[src/rtl/a23_wb_arbiter.sv]
// a23_wb_arbiter: two-master, one-slave Wishbone classic arbiter.
// Master 0 is the a23 core, master 1 is the boot/test loader. Round-robin grant,
// grant held for a whole CYC, and a watchdog that answers ERR for a silent slave.
module a23_wb_arbiter #(
  parameter int DW      = 32,
  parameter int AW      = 32,
  parameter int TIMEOUT = 16
) (
  input  logic            i_clk,
  input  logic            i_rst,
  input  logic [AW-1:0]   i_m0_adr,
  input  logic [DW-1:0]   i_m0_dat,
  input  logic [DW/8-1:0] i_m0_sel,
  input  logic            i_m0_we,
  input  logic            i_m0_cyc,
  input  logic            i_m0_stb,
  output logic [DW-1:0]   o_m0_dat,
  output logic            o_m0_ack,
  output logic            o_m0_err,
  input  logic [AW-1:0]   i_m1_adr,
  input  logic [DW-1:0]   i_m1_dat,
  input  logic [DW/8-1:0] i_m1_sel,
  input  logic            i_m1_we,
  input  logic            i_m1_cyc,
  input  logic            i_m1_stb,
  output logic [DW-1:0]   o_m1_dat,
  output logic            o_m1_ack,
  output logic            o_m1_err,
  output logic [AW-1:0]   o_s_adr,
  output logic [DW-1:0]   o_s_dat,
  output logic [DW/8-1:0] o_s_sel,
  output logic            o_s_we,
  output logic            o_s_cyc,
  output logic            o_s_stb,
  input  logic [DW-1:0]   i_s_dat,
  input  logic            i_s_ack,
  input  logic            i_s_err,
  output logic [1:0]      o_grant
);

  localparam int WW = (TIMEOUT > 2) ? $clog2(TIMEOUT) : 1;
  localparam logic [WW-1:0] WDOG_LAST = WW'(TIMEOUT - 1);

  // Encodings double as the one-hot grant vector.
  typedef enum logic [1:0] {
    IDLE = 2'b00,
    GNT0 = 2'b01,
    GNT1 = 2'b10
  } state_e;

  state_e        state_r, state_s;
  logic          last_r, last_s;     // master served most recently
  logic [WW-1:0] wdog_r, wdog_s;
  logic          stb_s;              // strobe of the granted master, before timeout masking
  logic          timeout_s;

  // State, round-robin history and watchdog registers.
  always_ff @(posedge i_clk) begin
    if (i_rst) begin
      state_r <= IDLE;
      last_r  <= 1'b1;
      wdog_r  <= {WW{1'b0}};
    end else begin
      state_r <= state_s;
      last_r  <= last_s;
      wdog_r  <= wdog_s;
    end
  end

  // Granted strobe and watchdog expiry; a slave response in the same cycle wins.
  always_comb begin
    stb_s = 1'b0;
    case (state_r)
      GNT0:    stb_s = i_m0_stb;
      GNT1:    stb_s = i_m1_stb;
      default: stb_s = 1'b0;
    endcase
    timeout_s = stb_s & ~i_s_ack & ~i_s_err & (wdog_r == WDOG_LAST);
  end

  // Next state, round-robin history and watchdog count.
  always_comb begin
    state_s = state_r;
    last_s  = last_r;
    wdog_s  = {WW{1'b0}};
    case (state_r)
      IDLE: begin
        if (i_m0_cyc && i_m1_cyc) begin
          state_s = last_r ? GNT0 : GNT1;
        end else if (i_m0_cyc) begin
          state_s = GNT0;
        end else if (i_m1_cyc) begin
          state_s = GNT1;
        end else begin
          state_s = IDLE;
        end
      end
      GNT0: begin
        if (!i_m0_cyc) begin
          state_s = IDLE;
          last_s  = 1'b0;
        end else if (stb_s && !i_s_ack && !i_s_err && !timeout_s) begin
          wdog_s = wdog_r + WW'(1);
        end else begin
          wdog_s = {WW{1'b0}};
        end
      end
      GNT1: begin
        if (!i_m1_cyc) begin
          state_s = IDLE;
          last_s  = 1'b1;
        end else if (stb_s && !i_s_ack && !i_s_err && !timeout_s) begin
          wdog_s = wdog_r + WW'(1);
        end else begin
          wdog_s = {WW{1'b0}};
        end
      end
      default: begin
        state_s = IDLE;
      end
    endcase
  end

  // Bus routing: slave sees the granted master, responses go only to that master.
  always_comb begin
    o_grant  = 2'b00;
    o_s_adr  = {AW{1'b0}};
    o_s_dat  = {DW{1'b0}};
    o_s_sel  = {(DW/8){1'b0}};
    o_s_we   = 1'b0;
    o_s_cyc  = 1'b0;
    o_s_stb  = stb_s & ~timeout_s;
    o_m0_dat = {DW{1'b0}};
    o_m0_ack = 1'b0;
    o_m0_err = 1'b0;
    o_m1_dat = {DW{1'b0}};
    o_m1_ack = 1'b0;
    o_m1_err = 1'b0;
    case (state_r)
      GNT0: begin
        o_grant  = 2'b01;
        o_s_adr  = i_m0_adr;
        o_s_dat  = i_m0_dat;
        o_s_sel  = i_m0_sel;
        o_s_we   = i_m0_we;
        o_s_cyc  = i_m0_cyc;
        o_m0_dat = i_s_dat;
        o_m0_ack = i_s_ack;
        o_m0_err = i_s_err | timeout_s;
      end
      GNT1: begin
        o_grant  = 2'b10;
        o_s_adr  = i_m1_adr;
        o_s_dat  = i_m1_dat;
        o_s_sel  = i_m1_sel;
        o_s_we   = i_m1_we;
        o_s_cyc  = i_m1_cyc;
        o_m1_dat = i_s_dat;
        o_m1_ack = i_s_ack;
        o_m1_err = i_s_err | timeout_s;
      end
      default: begin
        o_grant = 2'b00;
      end
    endcase
  end

endmodule

[config.mk]
export PLATFORM = sky130hd
export DESIGN_NAME = a23_wb_arbiter
export DESIGN_NICKNAME = d
export VERILOG_FILES = /design/src/rtl/a23_wb_arbiter.sv
export SDC_FILE = /design/constraint.sdc
export NUM_CORES = 1
export LEC_CHECK = 0
export ABC_AREA = 1
export ABC_CLOCK_PERIOD_IN_PS = 1600
export CORE_AREA = 8 8 117 119
export CTS_BUF_LIST = sky130_fd_sc_hd__clkbuf_4
export DETAILED_ROUTE_END_ITERATION = 8
export DIE_AREA = 0 0 125 127
export GPL_ROUTABILITY_DRIVEN = 0
export PLACE_DENSITY = 0.67
export SLEW_MARGIN = 30
export SYNTH_ARGS = -nofsm -noshare
export SYNTH_HDL_FRONTEND = slang
export SYNTH_SLANG_ARGS = --single-unit
[constraint.sdc]
create_clock -name i_clk -period 1.6 [get_ports i_clk]
set_clock_uncertainty 0.05 [all_clocks]
set_input_delay 0.32 -clock i_clk [delete_from_list [all_inputs] [get_ports i_clk]]
set_output_delay 0.32 -clock i_clk [all_outputs]
set_load 0.02 [all_outputs]
==> reports/results.tsv, run 1 <==
stage	metric	value	unit
status	outcome	finished, violations left	
status	failing checks	setup timing	
setup_path	Worst Path Max Fanout	6	
yosys	register bit total from synthesis	7	
yosys	synthesized cell area	2030	sq um
sta	Peak Freq	492	MHz
cts	Bufs on Longest Clock Path	2	
setup_path	Worst EP arrival	1.66	ns
setup_path	FF-to-FF path depth	12	
floorplanning	total die area	15900	sq um
floorplanning	num ports	319	
route	WL/cell	19.7	um
power_and_ir_drop	PD cells	659	nW/um^2
setup_path	Critical Path Sink Type	output port	
floorplanning	die height	127	um
yosys	synthesized instance count	433	
floorplanning	initial core utilization	0.172	
setup_path	capture point of the worst reg-to-reg path	wdog_r[3]	
place	Post-DP HPWL	12300	um
route	final wirelength	18800	um
route	Vias/cell	4.54	
setup_path	Buf/Inv on CP	7	
sta	final hold violation count	0	
sta	Final Max Tran Viols	0	
grt	global-route wire length before repair	24800	um
min_path	Worst Hold Class	flip-flop to flip-flop	
grt	initial antenna violation count	0	
min_path	Hold Path Sink	last_r	
cts	H-tree depth	1	
sta	Final Hold Slack	0.488	ns
setup_path	FF-to-FF Start	state_r[0]	
route	DR DRC count	0	
floorplanning	# rows	40	
run	max-cap viol count	0	
yosys	most frequent cell after synthesis	nand2_1	
layout	Antenna Cells	0	
yosys	number of synthesized flops with an enable pin	0	
yosys	ranking of synthesized cells by area	nand2_1, a21oi_1, inv_1	
floorplanning	core area	11800	sq um
cts	Hold Buf Count CTS	0	
layout	share of cells above drive strength 1	0.603	
yosys	leading area contributor after synthesis	nand2_1	
grt	vias in the first global route	4404	
layout	final instance area	7850	sq um
setup_path	Worst EP required	1.23	ns
cts	Clock transition at path regs	0.06	ns
layout	Area Overhead vs Synth	287	%
route	initial DRC count	141	
power_and_ir_drop	Worst VDD drop	0.506	mV
yosys	Synth top cells by count	nand2_1, inv_1, a21oi_1	
route	router iterations before antenna repair	4	
power_and_ir_drop	Lkg Pwr	3.75	nW
setup_path	startpoint types	flip-flop	
min_path	HP Start	last_r	
sta	Final min period	2.03	ns
cts	CTS tree	done	
cts	TritonCTS Buffers	3	
cts	Clock Latency Late Sink	0.25	ns
grt	total grt overflow	0	
setup_path	Crit Path Category	flip-flop to output port	
sta	worst relative slew slack	0.842	
setup_path	CP top delay family	buffers and inverters	
yosys	Main synth FF type	dfxtp_1	
grt	largest net degree at the start of global routing	22	
yosys	synth warn	0	
yosys	asr flop ratio synth	0	
yosys	synthesized area per cell	4.69	sq um
floorplanning	Chip Width	125	um
setup_path	Crit-path slowest cell	dfxtp_4	
yosys	post-synth cell types	21	
setup_path	crit-path max cell delay	0.39	ns
cts	root buffer cell	clkbuf_4	
sta	RSZ-0062 raised after global routing	true	
place	Area after DPL	5990	sq um
grt	Tot GR Track Use	0.194	
yosys	register area share after synthesis	0.0691	
sta	Final Cycle Share	1.27	
route	vias	4348	
layout	Final #Nets	996	
yosys	Synth top area share	0.394	
setup_path	crit path cell chain	inv_4, ha_4, buf_6, buf_12, buf_16, buf_12, nand2_2, inv_2, buf_6	
yosys	Syn Nets	617	
sta	count of final setup violators	146	
setup_path	Reg2Reg Setup Slack	-0.15	ns
place	I/O Buffers	318	
cts	CTS sink cnt	7	
layout	fill cell count	920	
min_path	hold path depth	2	
route	Post-DRT Antenna Nets	0	
sta	final worst slack	-0.431	ns
sta	Worst-Margin Slew	0.237	ns
==> how the worst max path moves through the flow <==
| stage | start | end | slack, ns | cells past startpoint |
|---|---|---|---|---|
| floorplan | state_r[0] | o_s_dat[0] | -0.11 | 7 |
| global placement | i_s_ack | o_m0_err | -0.71 | 5 |
| detailed placement | i_s_ack | o_m1_err | -0.71 | 5 |
| CTS | state_r[0] | o_m0_err | -0.41 | 8 |
| global route | state_r[0] | o_s_dat[7] | -0.50 | 8 |
| finish | state_r[0] | o_m1_dat[22] | -0.43 | 9 |
==> layout make-up <==
type / count / area, sq um / share of cell area
Inverter: 78 / 310 / 0.0395
Clock buffer: 4 / 30.0 / 0.00382
Multi-Input combinational cell: 317 / 2550 / 0.325
Sequential cell: 7 / 148 / 0.0188
Timing Repair Buffer: 405 / 4630 / 0.589
Tap cell: 147 / 184 / 0.0234
==> sequential cells by signal, summed over array words and instances (netlist names) <==
signal,cells
last_r,1
state_r,2
wdog_r,4
==> kinds of logic (layout without fill, tap and decap cells) <==
logic type | Yosys count | count (layout) | share of synthesized area
simple gates | 230 | 230 | 0.440
fa+ha+maj | 6 | 6 | 0.0370
compound gates | 80 | 80 | 0.205
flops | 7 | 7 | 0.0690
xor+xnor | 1 | 1 | 0.00432
buf+inv | 109 | 487 | 0.245
==> through the flow <==
stage	setup slack [ns]	power [mW]	util	TNS [ns]	instances
after global placement	-0.708	3.32	0.507	-66.56	904
after CTS	-0.413	4.28	0.568	-41.45	937
after floorplan	-0.109	1.76	-	-1.50	433
final	-0.431	5.17	0.665	-43.04	958
after global routing	-0.502	5.41	0.665	-53.09	958
after detailed placement	-0.708	3.34	0.507	-68.36	904
==> placed cells by master (no fill, tap or decap), types with 2 or more instances in the layout <==
| master | count |
|---|---|
| a21oi_4 | 31 |
| buf_6 | 148 |
| clkbuf_16 | 10 |
| a21oi_2 | 41 |
| clkdlybuf4s50_1 | 177 |
| a21oi_1 | 2 |
| nand4_1 | 2 |
| nand3_1 | 2 |
| inv_1 | 25 |
| nand2_2 | 57 |
| buf_4 | 37 |
| dfxtp_4 | 2 |
| o211ai_1 | 2 |
| inv_4 | 2 |
| ha_1 | 3 |
| inv_2 | 49 |
| nor2_1 | 5 |
| nand2_1 | 97 |
| dfxtp_1 | 5 |
| ha_4 | 3 |
| buf_2 | 2 |
| buf_12 | 17 |
| clkbuf_4 | 4 |
| buf_8 | 6 |
| buf_16 | 8 |
| o21ai_2 | 3 |
| nand2_4 | 63 |
==> routing by layer <==
layer	global-route usage	part of all wire	wire length, um	vias up
li1	-	-	-	2067
met1	0.205	0.38	7150	2050
met2	0.370	0.53	9980	203
met3	0.0532	0.066	1240	28
met4	0.0516	0.025	471	0
met5	0	0	0	-
==> report_power, final <==
part           internal [mW]  switching, mW
logic                   2.43           2.35
registers              0.191         0.0217
clock network          0.112         0.0687
total                   2.73           2.44
==> worst min-delay path, cell delays in order (launching register included) <==
cell      delay, ns
dfxtp_1        0.33
o21ai_2        0.06
o211ai_1       0.09
==> timing repair <==
item | in CTS | in global routing
gates resized for setup | 834 | 309
buffers inserted | 20 | 17
gates cloned | 10 | 11
endpoints found under the setup margin | 146 | 146
pin swaps | 8 | 41
(Power assumes the default switching activity.)
==> run 2: changes to the inputs <==
--- a/config.mk
+++ b/config.mk
@@ -5,14 +5,13 @@
 export SDC_FILE = /design/constraint.sdc
 export NUM_CORES = 1
 export LEC_CHECK = 0
-export ABC_AREA = 1
 export ABC_CLOCK_PERIOD_IN_PS = 1600
 export CORE_AREA = 8 8 117 119
 export CTS_BUF_LIST = sky130_fd_sc_hd__clkbuf_4
 export DETAILED_ROUTE_END_ITERATION = 8
 export DIE_AREA = 0 0 125 127
 export GPL_ROUTABILITY_DRIVEN = 0
-export PLACE_DENSITY = 0.67
+export PLACE_DENSITY = 0.66
 export SLEW_MARGIN = 30
 export SYNTH_ARGS = -nofsm -noshare
 export SYNTH_HDL_FRONTEND = slang
==> run 2 against run 1 <==
  * The flow still finishes with violations (setup timing)
  * Cell area fell by 24%
  * Core utilization down 16 points
  * Maximum frequency decreased by 0.50%
  * Via count is 21% lower
  * Global-route usage decreased by 2.5 points
  * Sequential share of layout area increased by 0.52 points
  * Sequential power is 11% lower
  * Die area stayed put
  * Routed wire length decreased by 22%
  * Critical path type unchanged
  * Largest power group unchanged
==> reports/results.tsv, run 2 <==
stage	metric	value	unit	change
route	DR DRC count	0		unchanged
floorplanning	# rows	40		unchanged
layout	multi-input logic area	2030	sq um	was 2550 sq um
route	vias	3454		was 4348
grt	vias in the first global route	3781		was 4404
cts	CTS tree	done		unchanged
grt	Tot GR Track Use	0.169		was 0.194
yosys	synth warn	0		unchanged
layout	Area Overhead vs Synth	205	%	was 287%
floorplanning	initial core utilization	0.165		was 0.172
yosys	Synth top area share	0.266		was 0.394
setup_path	Critical Path Sink Type	output port		unchanged
power_and_ir_drop	PD cells	372	nW/um^2	was 659 nW/um^2
cts	H-tree depth	1		unchanged
power_and_ir_drop	Worst VDD drop	0.191	mV	was 0.506 mV
yosys	Syn Nets	465		was 617
grt	largest net degree at the start of global routing	38		was 22
setup_path	Worst Path Max Fanout	4		was 6
layout	top flop regs	wdog_r x4, state_r x2, last_r x1		unchanged
place	I/O Buffers	318		unchanged
yosys	post-synth cell types	25		was 21
place	Post-DP HPWL	12000	um	was 12300 um
yosys	number of synthesized flops with an enable pin	0		unchanged
route	Vias/cell	4.55		was 4.54
place	Inst Count DP	744		was 904
yosys	register bit total from synthesis	7		unchanged
status	outcome	finished, violations left		unchanged
yosys	synthesized area per cell	6.94	sq um	was 4.69 sq um
route	Post-DRT Antenna Nets	0		unchanged
status	failing checks	setup timing		unchanged
floorplanning	Chip Width	125	um	unchanged
route	router iterations before antenna repair	4		unchanged
sta	Worst-Margin Slew	0.238	ns	was 0.237 ns
grt	global-route wire length before repair	21700	um	was 24800 um
layout	number of flip-flops in the largest register	4		unchanged
layout	register area	143	sq um	was 148 sq um
sta	final hold violation count	0		unchanged
setup_path	Worst EP required	1.23	ns	about the same
yosys	synthesized cell area	1950	sq um	was 2030 sq um
layout	commonest non-fill, non-tap cell in the layout	clkdlybuf4s50_1		unchanged
yosys	most frequent cell after synthesis	nor2b_1		was nand2_1
yosys	asr flop ratio synth	0		unchanged
cts	Clock Latency Late Sink	0.25	ns	about the same
layout	Final Non-Filler Cells	759		was 958
yosys	leading area contributor after synthesis	a22oi_1		was nand2_1
setup_path	startpoint types	flip-flop		unchanged
route	final wirelength	14700	um	was 18800 um
cts	Bufs on Longest Clock Path	2		unchanged
min_path	Worst Hold Class	flip-flop to flip-flop		unchanged
layout	fill cell count	1169		was 920
sta	RSZ-0062 raised after global routing	true		unchanged
yosys	Main synth FF type	dfxtp_1		unchanged
sta	Final Cycle Share	1.28		was 1.27
sta	Final Max Tran Viols	0		unchanged
yosys	ranking of synthesized cells by area	a22oi_1, nor2b_1, and2_1		was nand2_1, a21oi_1, inv_1
sta	final worst slack	-0.442	ns	was -0.431 ns
layout	share of cells above drive strength 1	0.490		was 0.603
route	initial DRC count	85		was 141
grt	total grt overflow	0		unchanged
run	max-cap viol count	0		unchanged
route	WL/cell	19.4	um	was 19.7 um
sta	Peak Freq	490	MHz	was 492 MHz
layout	Top reg by flops	wdog_r		unchanged
layout	Final #Nets	797		was 996
sta	Final min period	2.04	ns	was 2.03 ns
cts	Clock transition at path regs	0.06	ns	about the same
power_and_ir_drop	Lkg Pwr	2.34	nW	was 3.75 nW
sta	count of final setup violators	145		was 146
cts	Hold Buf Count CTS	0		unchanged
cts	root buffer cell	clkbuf_4		unchanged
layout	most frequent cells in the layout	clkdlybuf4s50_1, buf_4, nor2b_2		was clkdlybuf4s50_1, buf_6, nand2_1
setup_path	Worst EP arrival	1.67	ns	was 1.66 ns
grt	initial antenna violation count	0		unchanged
yosys	Synth top cells by count	nor2b_1, a22oi_1, and2_1		was nand2_1, inv_1, a21oi_1
floorplanning	total die area	15900	sq um	unchanged
yosys	register area share after synthesis	0.0719		was 0.0691
floorplanning	die height	127	um	unchanged
cts	CTS sink cnt	7		unchanged
sta	post-route setup TNS	-40.56	ns	was -43.04 ns
layout	Antenna Cells	0		unchanged
setup_path	Crit Path Category	flip-flop to output port		unchanged
floorplanning	num ports	319		unchanged
cts	TritonCTS Buffers	3		unchanged
yosys	synthesized instance count	281		was 433
sta	worst relative slew slack	0.841		was 0.842
floorplanning	core area	11800	sq um	unchanged
run 2: cell count changes after synthesis, moves of 8 or more:
cell | previous run | this run
and2_1 | 0 | 67
inv_1 | 77 | 4
a22oi_1 | 0 | 69
clkbuf_1 | 5 | 13
a21oi_1 | 72 | 2
nand2_1 | 213 | 4
nor2b_1 | 0 | 71
run 2: worst paths after layout:
kind / from / end / slack, ns / cells after the start
setup / recovery: state_r[1] / o_m0_err / -0.44 / 7
hold / removal: state_r[1] / state_r[1] / 0.42 / 2
setup reg to reg: state_r[1] / last_r / -0.19 / 8
hold reg to reg: state_r[1] / state_r[1] / 0.42 / 2
run 2: logic make-up after synthesis:
group	Yosys count	share of synthesized area
XOR/XNOR	2	0.00899
flip-flops	7	0.0719
AND/OR/NAND/NOR	152	0.481
AO/OA/AOI/OAI	78	0.304
adder cells (fa/ha/maj)	6	0.0385
buffers and inverters	36	0.0956
run 2: worst max-delay path, stage by stage (launching register included):
cell	delay [ns]
dfxtp_2	0.33
buf_6	0.12
ha_4	0.19
buf_12	0.14
a22o_4	0.27
a31oi_4	0.18
nor2b_2	0.07
buf_6	0.13
run 2: cell type report:
cell class / count / area share
clock buffer: 3 / 0.00378
clock inverter: 1 / 0.000841
inverter: 4 / 0.00252
multi-input combinational: 238 / 0.341
sequential: 7 / 0.0240
tap: 147 / 0.0309
timing repair buffer: 359 / 0.597
run 2: stage by stage:
step | area (sq um) | worst slack, ns | utilization | hold slack (ns) | power [mW]
after floorplan | 2270 | -0.0549 | - | 0.332 | 0.987
after CTS | 6030 | -0.470 | 0.510 | 0.425 | 2.19
after global placement | 5750 | -0.693 | 0.487 | 0.407 | 1.91
after global routing | 5950 | -0.498 | 0.504 | 0.454 | 2.34
final | 5950 | -0.442 | 0.504 | 0.422 | 2.21
after detailed placement | 5750 | -0.717 | 0.487 | 0.410 | 1.93
run 2: repair_timing:
item                       CTS  global route
pin swaps                    8             5
resized for setup          545           171
setup buffers                5             3
cloned                       2             1
setup endpoints to repair  145           148
run 2: routing by layer:
metal | wire, um | global-route usage | share of wire
met3 | 1390 | 0.0653 | 0.095
met2 | 7960 | 0.336 | 0.54
met1 | 5200 | 0.166 | 0.35
met5 | 0 | 0 | 0
met4 | 159 | 0.0150 | 0.011
run 2: power by group:
part	total (mW)	switching, mW	internal (mW)
Clock	0.163	0.0718	0.0916
Sequential	0.189	0.00652	0.182
Combinational	1.86	0.778	1.08
Total	2.21	0.857	1.36
